## src/rtl/led_pwm_port.sv

```systemverilog
// RGB LED PWM output port with double-buffered per-channel duty registers.
// Define LED_ACTIVE_LOW_EN to invert the three LED pins (reset/off drive 1).

module led_pwm_chan #(
  parameter logic INV = 1'b0
) (
  input  logic       clk_i,
  input  logic       rst_i,
  input  logic       wr_i,
  input  logic [7:0] wr_data_i,
  input  logic       copy_i,
  input  logic [7:0] cnt_i,
  input  logic       en_d_i,
  output logic       led_o
);
  logic [7:0] pend_q, pend_d;
  logic [7:0] act_q, act_d;
  logic       led_q, led_d;

  // Copy reads pend_d so a write landing on the wrap bypasses straight to active.
  always_comb begin
    pend_d = wr_i ? wr_data_i : pend_q;
    act_d  = copy_i ? pend_d : act_q;
    led_d  = en_d_i && (cnt_i < act_q);
  end

  always_ff @(posedge clk_i or posedge rst_i) begin
    if (rst_i) begin
      pend_q <= 8'd0;
      act_q  <= 8'd0;
      led_q  <= 1'b0;
    end else begin
      pend_q <= pend_d;
      act_q  <= act_d;
      led_q  <= led_d;
    end
  end

  assign led_o = led_q ^ INV;
endmodule

module led_pwm_port #(
  parameter int PRESCALE = 47
) (
  input  logic       CLK,
  input  logic       RST,
  input  logic       wr_en,
  input  logic [1:0] wr_addr,
  input  logic [7:0] wr_data,
  output logic       led_red,
  output logic       led_green,
  output logic       led_blue,
  output logic       period_start,
  output logic       enabled
);
`ifdef LED_ACTIVE_LOW_EN
  localparam logic LED_INV = 1'b1;
`else
  localparam logic LED_INV = 1'b0;
`endif
  localparam int            PW   = (PRESCALE > 1) ? $clog2(PRESCALE) : 1;
  localparam logic [PW-1:0] PMAX = PW'(PRESCALE - 1);

  logic [PW-1:0] presc_q, presc_d;
  logic [7:0]    pwm_cnt_q, pwm_cnt_d;
  logic          en_q, en_d;
  logic          ps_q, ps_d;
  logic          tick, wrap, ctrl_wr, sync;
  logic [2:0]    ch_wr, ch_led;

  assign tick    = en_q && (presc_q == PMAX);
  assign wrap    = tick && (pwm_cnt_q == 8'hFF);
  assign ctrl_wr = wr_en && (wr_addr == 2'd3);
  assign sync    = ctrl_wr && wr_data[1];

  always_comb begin
    en_d      = ctrl_wr ? wr_data[0] : en_q;
    ps_d      = wrap;
    presc_d   = presc_q;
    pwm_cnt_d = pwm_cnt_q;
    if (sync) begin
      presc_d   = '0;
      pwm_cnt_d = 8'd0;
    end else if (en_q) begin
      presc_d = (presc_q == PMAX) ? '0 : presc_q + 1'b1;
      if (tick) pwm_cnt_d = pwm_cnt_q + 8'd1;
    end
  end

  always_ff @(posedge CLK or posedge RST) begin
    if (RST) begin
      presc_q   <= '0;
      pwm_cnt_q <= 8'd0;
      en_q      <= 1'b0;
      ps_q      <= 1'b0;
    end else begin
      presc_q   <= presc_d;
      pwm_cnt_q <= pwm_cnt_d;
      en_q      <= en_d;
      ps_q      <= ps_d;
    end
  end

  // Channel 0 = red, 1 = green, 2 = blue, matching the write address map.
  for (genvar i = 0; i < 3; i++) begin : g_ch
    assign ch_wr[i] = wr_en && (wr_addr == 2'(i));
    led_pwm_chan #(.INV(LED_INV)) u_ch (
      .clk_i     (CLK),
      .rst_i     (RST),
      .wr_i      (ch_wr[i]),
      .wr_data_i (wr_data),
      .copy_i    (sync || wrap),
      .cnt_i     (pwm_cnt_q),
      .en_d_i    (en_d),
      .led_o     (ch_led[i])
    );
  end

  assign led_red      = ch_led[0];
  assign led_green    = ch_led[1];
  assign led_blue     = ch_led[2];
  assign period_start = ps_q;
  assign enabled      = en_q;
endmodule

```

## config.mk

```make
export PLATFORM = sky130hd
export DESIGN_NAME = led_pwm_port
export DESIGN_NICKNAME = d
export VERILOG_FILES = /design/src/rtl/led_pwm_port.sv
export SDC_FILE = /design/constraint.sdc
export NUM_CORES = 1
export LEC_CHECK = 0
export ABC_AREA = 1
export CAP_MARGIN = 30
export CORE_UTILIZATION = 40
export DETAILED_ROUTE_END_ITERATION = 10
export GPL_TIMING_DRIVEN = 0
export MAX_ROUTING_LAYER = met4
export PLACE_DENSITY_LB_ADDON = 0.15
export SYNTH_ARGS = -nofsm -noshare
export SYNTH_HDL_FRONTEND = slang
export SYNTH_HIERARCHICAL = 1
export SYNTH_SLANG_ARGS = --single-unit
```

## constraint.sdc

```tcl
create_clock -name CLK -period 2.15 [get_ports CLK]
set_input_delay 0.43 -clock CLK [delete_from_list [all_inputs] [get_ports CLK]]
set_output_delay 0.43 -clock CLK [all_outputs]
set_load 0.02 [all_outputs]
```

==> reports/results.ini, run 1 <==
[clock_tree]
cts.clk_slew.worst_paths_ns = 0.07
cts_buffers = 9
clk_path_buf_depth = 2
cts_htree_levels = 3
clock_sinks = 67
cts_tree = built
postCtsSetupRepairBufs = 0
cts_root_buffer = clkbuf_8
clk_latency_ns = 0.34

[worst_setup_path]
path_buf_inv = 4
arrival_ns = 2.20
crit_slowest_cell = dfrtp_1
cp.depth = 11
critPathRequiredTime_ns = 2.40
max_stage_delay_ns = 0.40
setup.worst_path.class = reg2reg
crit_chain = inv_1, ha_1, inv_1, nor2_4, nand3_4, clkinv_2, nand3_1, nand2_4, clkbuf_2, nand2_1, o21ai_0
critPathCaptureType = flop
critPathLaunchType = flop
cp_top_family = simple AND/OR/NAND/NOR gates
rr_worst_depth = 11
worstPathMaxFanout = 18
cp_common_cell = inv_1

[global_routing]
gr-max-usage-layer = met2
grtUsageMet2 = 0.316
first_global_vias = 2574
grt_max_degree = 19
antenna_found_initial = 0
grt_pass1_wl_um = 12900
track_usage = 0.201
grtUsageMet1 = 0.261
use_met3 = 0.0391
gr-total-overflow = 0

[min_path]
hold_class = reg2reg
min_path_cells = 1

[floorplan]
fp.coreArea_sq_um = 8300
die_height_um = 95.2
initial_core_util = 0.419
std_cell_rows = 33
io_pins = 18
die_area_sq_um = 9070
die_w_um = 95.2

[placed_design]
dpl_cell_area_sq_um = 3780
place.port_buffers = 17
post-dp-hpwl_um = 5420
gp_congestion = 0.768
dp_cells = 534

[power]
power.density_nw_per_um2 = 880
irDropWorstVdd_uv = 458
p_leak_nw = 2.02
p_total_mw = 3.54

[sta]
fin_skew_ns = 0.00827
fmax_mhz = 512
drv_slew = 0
worstMarginPinSlew_ns = 0.670
setup_viol = 0
slew-limit-headroom = 0.553
hold_violations = 0
min_period_ns = 1.95
period_share = 0.908
rsz0062_at_grt = no

[synth]
synth_largest_area_cell = dfrtp_1
yosys_warnings = 6
ys_types = 26
avgSynthCellArea_sq_um = 8.44
synth_area_sq_um = 3480
synth.top_cell.area_share = 0.482
ys_seq_elements = 67
seq_area_frac_synth = 0.482
netlist_top_cells_area = dfrtp_1 48%, nand2_1 12%, ha_1 8.6%
syn-num-nets = 449
syn_inst = 412

[layout]
multi_input_area_sq_um = 1450
final_cell_mix = 113 x nand2_1, 77 x inv_1, 65 x dfrtp_1
layout_commonest_cell = nand2_1
register_area_sq_um = 1680
n_antenna_cell = 0
drive_gt1_frac = 0.117
stdcell_count = 550
area_growth_pct = 15.8
nFillCells = 792
finish.net_count = 477
final_area_sq_um = 4020

[routing]
vias = 2651
ant_nets = 0
via_per_inst = 4.82
routed_wl_um = 7610
wire_per_inst_um = 13.8
route.detailed.drc = 0
drt_iter0_markers = 131
first_pass_iters = 4

[status]
status = complete, no violations

[run]
maxCapViolCount = 0

-- layer usage --
layer  wire, um  part of all wire  vias to the layer above
li1           -                 -                     1353
met1       3640              0.48                     1246
met2       3630              0.48                       44
met3        255             0.034                        8
met4         83             0.011                        0
met5          0                 0                        -
-- logic make-up after synthesis --
kind of cell,count (synthesis),share of synthesized area
xor+xnor,1,0.00252
fa+ha+maj,24,0.0864
simple gates,162,0.205
compound gates,68,0.110
flops,67,0.482
mux,3,0.00972
buf+inv,87,0.104
-- metrics by stage --
step,worst slack (ns),utilization,hold slack [ns],TNS (ns)
global route,0.00309,0.485,0.531,0
finish,0.198,0.485,0.508,0
floorplan,0.312,-,0.344,0
global placement,-0.633,0.455,0.490,-14.50
CTS,0.0259,0.484,0.512,0
detailed placement,-0.625,0.455,0.499,-14.36
-- flip-flops by register name, indices dropped and copies added (netlist names) --
signal	count
period_start	1
enabled	1
presc_q	6
g_ch.u_ch/led_o	3
g_ch.u_ch/pend_q	24
g_ch.u_ch/act_q	24
pwm_cnt_q	8
-- synthesized netlist by cell type --
| cell | count |
|---|---|
| a21oi_1 | 14 |
| buf_6 | 4 |
| clkbuf_1 | 3 |
| clkinv_2 | 1 |
| dfrtp_1 | 67 |
| ha_1 | 24 |
| inv_1 | 77 |
| inv_2 | 1 |
| inv_6 | 1 |
| mux2_2 | 3 |
| nand2_1 | 114 |
| nand2_2 | 3 |
| nand2_4 | 1 |
| nand3_1 | 17 |
| nand3_4 | 1 |
| nand4_1 | 7 |
| nand4_4 | 1 |
| nor2_1 | 13 |
| nor2_4 | 1 |
| nor3b_1 | 1 |
| nor4_1 | 1 |
| o21ai_0 | 42 |
| o21ai_1 | 1 |
| o21ai_2 | 11 |
| or2_2 | 2 |
| xor2_1 | 1 |
-- layout make-up --
| cell class | count | area share |
|---|---|---|
| plain buffers | 7 | 0.0149 |
| clock buffers | 12 | 0.0386 |
| clock inverters | 4 | 0.0180 |
| inverters | 80 | 0.0762 |
| multi-input cells | 258 | 0.360 |
| flip-flops and latches | 67 | 0.417 |
| well taps | 105 | 0.0326 |
| repair buffers | 17 | 0.0423 |
-- worst paths after layout --
path / startpoint / to / slack [ns]
max: presc_q[0] / g_ch[2].u_ch/act_q[4] / 0.20
min: g_ch[2].u_ch/act_q[0] / g_ch[2].u_ch/act_q[0] / 0.51
max reg2reg: presc_q[0] / g_ch[2].u_ch/act_q[4] / 0.20
min reg2reg: g_ch[2].u_ch/act_q[0] / g_ch[2].u_ch/act_q[0] / 0.51
max in group asynchronous: RST / g_ch[2].u_ch/act_q[1] / 1.09
min in group asynchronous: RST / pwm_cnt_q[4] / 0.60
-- timing repair --
action / CTS / global route
hold buffers: 0 / 0
setup endpoints to repair: 24 / 22
resized for setup: 4 / 5
-- power breakdown --
group          total [mW]  internal [mW]  switching [mW]
combinational       0.712          0.279           0.434
sequential           1.64           1.51           0.127
clock                1.19          0.715           0.475
Power figures use the tool's default switching activity.
==> inputs of run 2 (changes only) <==
--- a/config.mk
+++ b/config.mk
@@ -12,6 +12,7 @@
 export GPL_TIMING_DRIVEN = 0
 export MAX_ROUTING_LAYER = met4
 export PLACE_DENSITY_LB_ADDON = 0.15
+export SKIP_CTS_REPAIR_TIMING = 1
 export SYNTH_ARGS = -nofsm -noshare
 export SYNTH_HDL_FRONTEND = slang
 export SYNTH_HIERARCHICAL = 1
==> reports/results.ini, run 2 (synthesis results as in run 1) <==
[status]
status = complete, no violations

[sta]
finalSetupTns_ns = 0  ; unchanged
holdWs_ns = 0.508  ; -0.000110 ns
drv_slew = 0  ; unchanged
hold_violations = 0  ; unchanged
rsz0062_at_grt = no
fin_ws_ns = 0.206  ; +0.00771 ns
min_period_ns = 1.94  ; -0.00771 ns
setup_viol = 0  ; unchanged
slew-limit-headroom = 0.552  ; -0.000953
fin_skew_ns = 0.00841  ; +0.000138 ns
period_share = 0.904  ; -0.00359
worstMarginPinSlew_ns = 0.672  ; +0.00143 ns
fmax_mhz = 514  ; +0.40%

[worst_setup_path]
worstPathMaxFanout = 18  ; unchanged
rr_worst_depth = 11  ; unchanged
rrSetupSlack_ns = 0.21  ; about the same
r2r-start = presc_q[0]
critPathCaptureType = flop
critPathLaunchType = flop
setup.worst_path.class = reg2reg
r2r-end = g_ch[2].u_ch/act_q[4]
arrival_ns = 2.19  ; about the same
critPathRequiredTime_ns = 2.40  ; about the same
crit_path_start = presc_q[0]

[power]
p_int_mw = 2.51  ; about the same
p_total_mw = 3.54  ; about the same
irDropWorstVdd_uv = 457  ; -0.14%
power.switching_mw = 1.03  ; about the same
combPwrFrac = 0.201  ; about the same
p_leak_nw = 2.01  ; about the same
pwr-share-seq = 0.463  ; about the same
swShare = 0.292  ; about the same
power.density_nw_per_um2 = 879  ; about the same
pwr-share-clk = 0.336  ; about the same

[layout]
area_growth_pct = 15.8  ; about the same
largestRegisters = g_ch.u_ch/act_q (24), g_ch.u_ch/pend_q (24), pwm_cnt_q (8)
final_area_sq_um = 4030  ; about the same
final_cell_mix = 113 x nand2_1, 77 x inv_1, 64 x dfrtp_1
n_antenna_cell = 0  ; unchanged
utilization = 0.485  ; about the same
stdcell_count = 550  ; unchanged
layout_commonest_cell = nand2_1
drive_gt1_frac = 0.119  ; +0.00225
finish.net_count = 477  ; unchanged

[clock_tree]
cts_tree = built
cts_root_buffer = clkbuf_8
cts_htree_levels = 3  ; unchanged
cts_buffers = 9  ; unchanged
clk_path_buf_depth = 2  ; unchanged
clk_latency_ns = 0.34  ; about the same
cts.clk_slew.worst_paths_ns = 0.07  ; about the same
clock_sinks = 67  ; unchanged

[routing]
first_pass_iters = 4  ; unchanged
route.detailed.drc = 0  ; unchanged
routed_wl_um = 7580  ; -0.34%
vias = 2645  ; -0.23%
drt_iter0_markers = 121  ; -7.6%
via_per_inst = 4.81  ; -0.23%
wire_per_inst_um = 13.8  ; -0.34%
ant_nets = 0  ; unchanged

[global_routing]
gr-total-overflow = 0  ; unchanged
grt_pass1_wl_um = 13000  ; +0.16%
antenna_found_initial = 0  ; unchanged
track_usage = 0.201  ; unchanged
first_global_vias = 2592  ; +0.70%
grt_max_degree = 19  ; unchanged

[floorplan]
initial_core_util = 0.419  ; unchanged
die_area_sq_um = 9070  ; unchanged
fp.coreArea_sq_um = 8300  ; unchanged
die_w_um = 95.2  ; unchanged
std_cell_rows = 33  ; unchanged
die_height_um = 95.2  ; unchanged
io_pins = 18  ; unchanged

[placed_design]
dp_cells = 534  ; unchanged
dpl_cell_area_sq_um = 3780  ; unchanged
dp_slack_ns = -0.625  ; unchanged
gp_congestion = 0.768  ; unchanged
post-dp-hpwl_um = 5420  ; unchanged
place.port_buffers = 17  ; unchanged

[min_path]
min_path_cells = 1  ; unchanged
hp-start = g_ch[2].u_ch/act_q[0]
holdPathEnd = g_ch[2].u_ch/act_q[0]
hold_class = reg2reg

[run]
maxCapViolCount = 0  ; unchanged

-- run 2: critical path, stage by stage (launching register included) --
cell      delay (ns)
dfrtp_1         0.40
inv_1           0.11
ha_1            0.15
inv_1           0.06
nor2_4          0.14
nand3_4         0.10
clkinv_2        0.11
nand3_1         0.12
nand2_4         0.22
clkbuf_2        0.27
nand2_1         0.07
o21ai_0         0.09
-- run 2: area by class of cell --
cell class,count,area (sq um)
Multi-Input combinational cell,258,1450
Tap cell,105,131
Clock inverter,4,72.6
Inverter,80,307
Clock buffer,12,155
Timing Repair Buffer,17,170
Buffer,7,60.1
Sequential cell,67,1680
Fill cell,793,4270
-- run 2: power groups by stage --
stage	sequential [mW]	combinational (mW)	clock, mW
2_1_floorplan	1.65	0.508	0
3_3_place_gp	1.65	0.694	0
3_5_place_dp	1.66	0.716	0
4_1_cts	1.64	0.724	1.22
5_1_grt	1.67	0.844	1.28
6_report	1.64	0.712	1.19
-- run 2: worst max-delay path by stage --
stage	depth (start not counted)	endpoint	slack, ns
6_report	11	g_ch[2].u_ch/act_q[4]	0.21
2_1_floorplan	10	g_ch[0].u_ch/act_q[1]	0.31
5_1_grt	9	g_ch[2].u_ch/act_q[4]	0.02
3_5_place_dp	6	g_ch[2].u_ch/act_q[2]	-0.62
4_1_cts	7	g_ch[2].u_ch/act_q[1]	-0.32
3_3_place_gp	6	g_ch[2].u_ch/act_q[1]	-0.63
-- run 2: per-layer routing --
metal  vias to the layer above  wire (um)  track usage
met4                         0        118       0.0694
met5                         -          0            -
li1                       1352          -            -
met3                        10        247       0.0383
met1                      1239       3590        0.261
met2                        44       3630        0.314
==> inputs of run 3 (changes only) <==
--- a/config.mk
+++ b/config.mk
@@ -7,6 +7,7 @@
 export LEC_CHECK = 0
 export ABC_AREA = 1
 export CAP_MARGIN = 30
+export CORE_ASPECT_RATIO = 2
 export CORE_UTILIZATION = 40
 export DETAILED_ROUTE_END_ITERATION = 10
 export GPL_TIMING_DRIVEN = 0
==> reports/results.ini, run 3 (synthesis results as in run 1) <==
[global_routing]
gr-max-usage-layer = met2
grt_pass1_wl_um = 12300  ; -5.0%
first_global_vias = 2570  ; -0.85%
gr-total-overflow = 0  ; unchanged
grtUsageMet1 = 0.213  ; -0.0482
grtUsageMet2 = 0.318  ; +0.00479
use_met3 = 0.0493  ; +0.0110
grt_max_degree = 19  ; unchanged
antenna_found_initial = 0  ; unchanged
track_usage = 0.196  ; -0.00462

[clock_tree]
cts_root_buffer = clkbuf_16
cts_buffers = 9  ; unchanged
cts_tree = built
clock_sinks = 67  ; unchanged
cts.clk_slew.worst_paths_ns = 0.06  ; about the same
cts_htree_levels = 3  ; unchanged
clk_latency_ns = 0.33  ; about the same
clk_path_buf_depth = 2  ; unchanged

[worst_setup_path]
setup.worst_path.class = reg2reg
crit_slowest_cell = dfrtp_1
critPathLaunchType = flop
max_stage_delay_ns = 0.51  ; +0.11 ns
critPathCaptureType = flop
crit_chain = ha_1, nand3_1, nor2_1, nand3_1, nand2_4, clkbuf_2, nand2_1, o21ai_0
critPathRequiredTime_ns = 2.40  ; about the same
path_buf_inv = 1  ; -3
arrival_ns = 2.19  ; about the same
worstPathMaxFanout = 18  ; unchanged
cp_top_family = simple AND/OR/NAND/NOR gates
cp_common_cell = nand3_1

[routing]
vias = 2672  ; +1.0%
first_pass_iters = 4  ; unchanged
via_per_inst = 4.92  ; +2.3%
ant_nets = 0  ; unchanged
routed_wl_um = 7610  ; +0.29%
wire_per_inst_um = 14.0  ; +1.6%
route.detailed.drc = 0  ; unchanged
drt_iter0_markers = 111  ; -8.3%

[status]
status = complete, no violations

[power]
p_total_mw = 4.04  ; +14%
p_leak_nw = 2.07  ; +2.8%
power.density_nw_per_um2 = 978  ; +11%
irDropWorstVdd_uv = 584  ; +28%

[sta]
drv_slew = 0  ; unchanged
holdWs_ns = 0.507  ; -0.00122 ns
slew-limit-headroom = 0.552  ; about the same
min_period_ns = 1.94  ; -0.00853 ns
fin_skew_ns = 0.00684  ; -0.00157 ns
fin_ws_ns = 0.214  ; +0.00853 ns
setup_viol = 0  ; unchanged
rsz0062_at_grt = no
worstMarginPinSlew_ns = 0.671  ; -0.000782 ns
period_share = 0.900  ; -0.00397
fmax_mhz = 517  ; +0.44%
hold_violations = 0  ; unchanged

[layout]
multi_input_area_sq_um = 1450  ; unchanged
final_cell_mix = 113 x nand2_1, 77 x inv_1, 66 x dfrtp_1
nFillCells = 813  ; +2.5%
n_antenna_cell = 0  ; unchanged
largestRegisters = g_ch.u_ch/act_q (24), g_ch.u_ch/pend_q (24), pwm_cnt_q (8)
register_area_sq_um = 1680  ; -0.15%
finish.net_count = 477  ; unchanged
drive_gt1_frac = 0.117  ; -0.00225
layout_commonest_cell = nand2_1
area_growth_pct = 18.8

[floorplan]
die_area_sq_um = 9090  ; +0.26%
io_pins = 18  ; unchanged
fp.coreArea_sq_um = 8350  ; +0.62%
initial_core_util = 0.416  ; -0.00257
die_height_um = 134  ; +41%
die_w_um = 67.9  ; -29%
std_cell_rows = 47  ; +42%

[run]
maxCapViolCount = 0  ; unchanged

[placed_design]
place.port_buffers = 17  ; unchanged
gp_congestion = 0.839  ; +9.3%
post-dp-hpwl_um = 5660  ; +4.4%
dp_slack_ns = -0.520  ; +0.105 ns

[min_path]
hold_class = reg2reg

-- run 3: changes by cell type in the layout (fill, tap and decap cells not counted), sizes merged --
cell	delta
clkbuf	-3
bufinv	+1
clkinv	+2
-- run 3: tightest hold or removal path: stages, from the launching register on --
cell and delay (ns):
dfrtp_1 0.36, nand2_1 0.06, nand2_1 0.06
-- run 3: path summary, 6_finish.rpt --
| check | cells after the start | slack (ns) | start | end |
|---|---|---|---|---|
| setup / recovery | 8 | 0.21 | pwm_cnt_q[0] | g_ch[2].u_ch/act_q[7] |
| hold / removal | 2 | 0.51 | presc_q[5] | presc_q[5] |
| setup reg to reg | 8 | 0.21 | pwm_cnt_q[0] | g_ch[2].u_ch/act_q[7] |
| hold reg to reg | 2 | 0.51 | presc_q[5] | presc_q[5] |
| max in group asynchronous | 2 | 1.05 | RST | pwm_cnt_q[1] |
| min in group asynchronous | 2 | 0.62 | RST | g_ch[2].u_ch/pend_q[5] |
-- run 3: final cells by class --
class / instances / share of cell area
plain buffers: 7 / 0.0145
well taps: 98 / 0.0297
inverters: 80 / 0.0743
repair buffers: 17 / 0.0412
clock inverters: 7 / 0.0282
clock buffers: 9 / 0.0546
flip-flops and latches: 67 / 0.406
multi-input cells: 258 / 0.351
-- run 3: through the flow --
| step | TNS, ns | cell area [sq um] | utilization | cells |
|---|---|---|---|---|
| detailed placement | -11.45 | 3770 | 0.451 | 527 |
| CTS | -5.38 | 4110 | 0.492 | 543 |
| floorplan | 0 | 3480 | - | 412 |
| global route | 0 | 4130 | 0.494 | 543 |
| finish | 0 | 4130 | 0.494 | 543 |
| global placement | -11.04 | 3770 | 0.451 | 527 |
-- run 3: report_power, final --
group / total [mW] / leakage, nW / internal, mW / switching [mW]
clock network: 1.67 / 0.165 / 1.13 / 0.546
logic: 0.722 / 1.07 / 0.281 / 0.441
registers: 1.64 / 0.834 / 1.51 / 0.127
total: 4.04 / 2.07 / 2.92 / 1.11
-- run 3: routing by layer --
metal | up-vias | part of all wire
met1 | 1244 | 0.40
met2 | 58 | 0.53
met5 | - | 0
met4 | 0 | 0.038
li1 | 1351 | -
met3 | 19 | 0.029
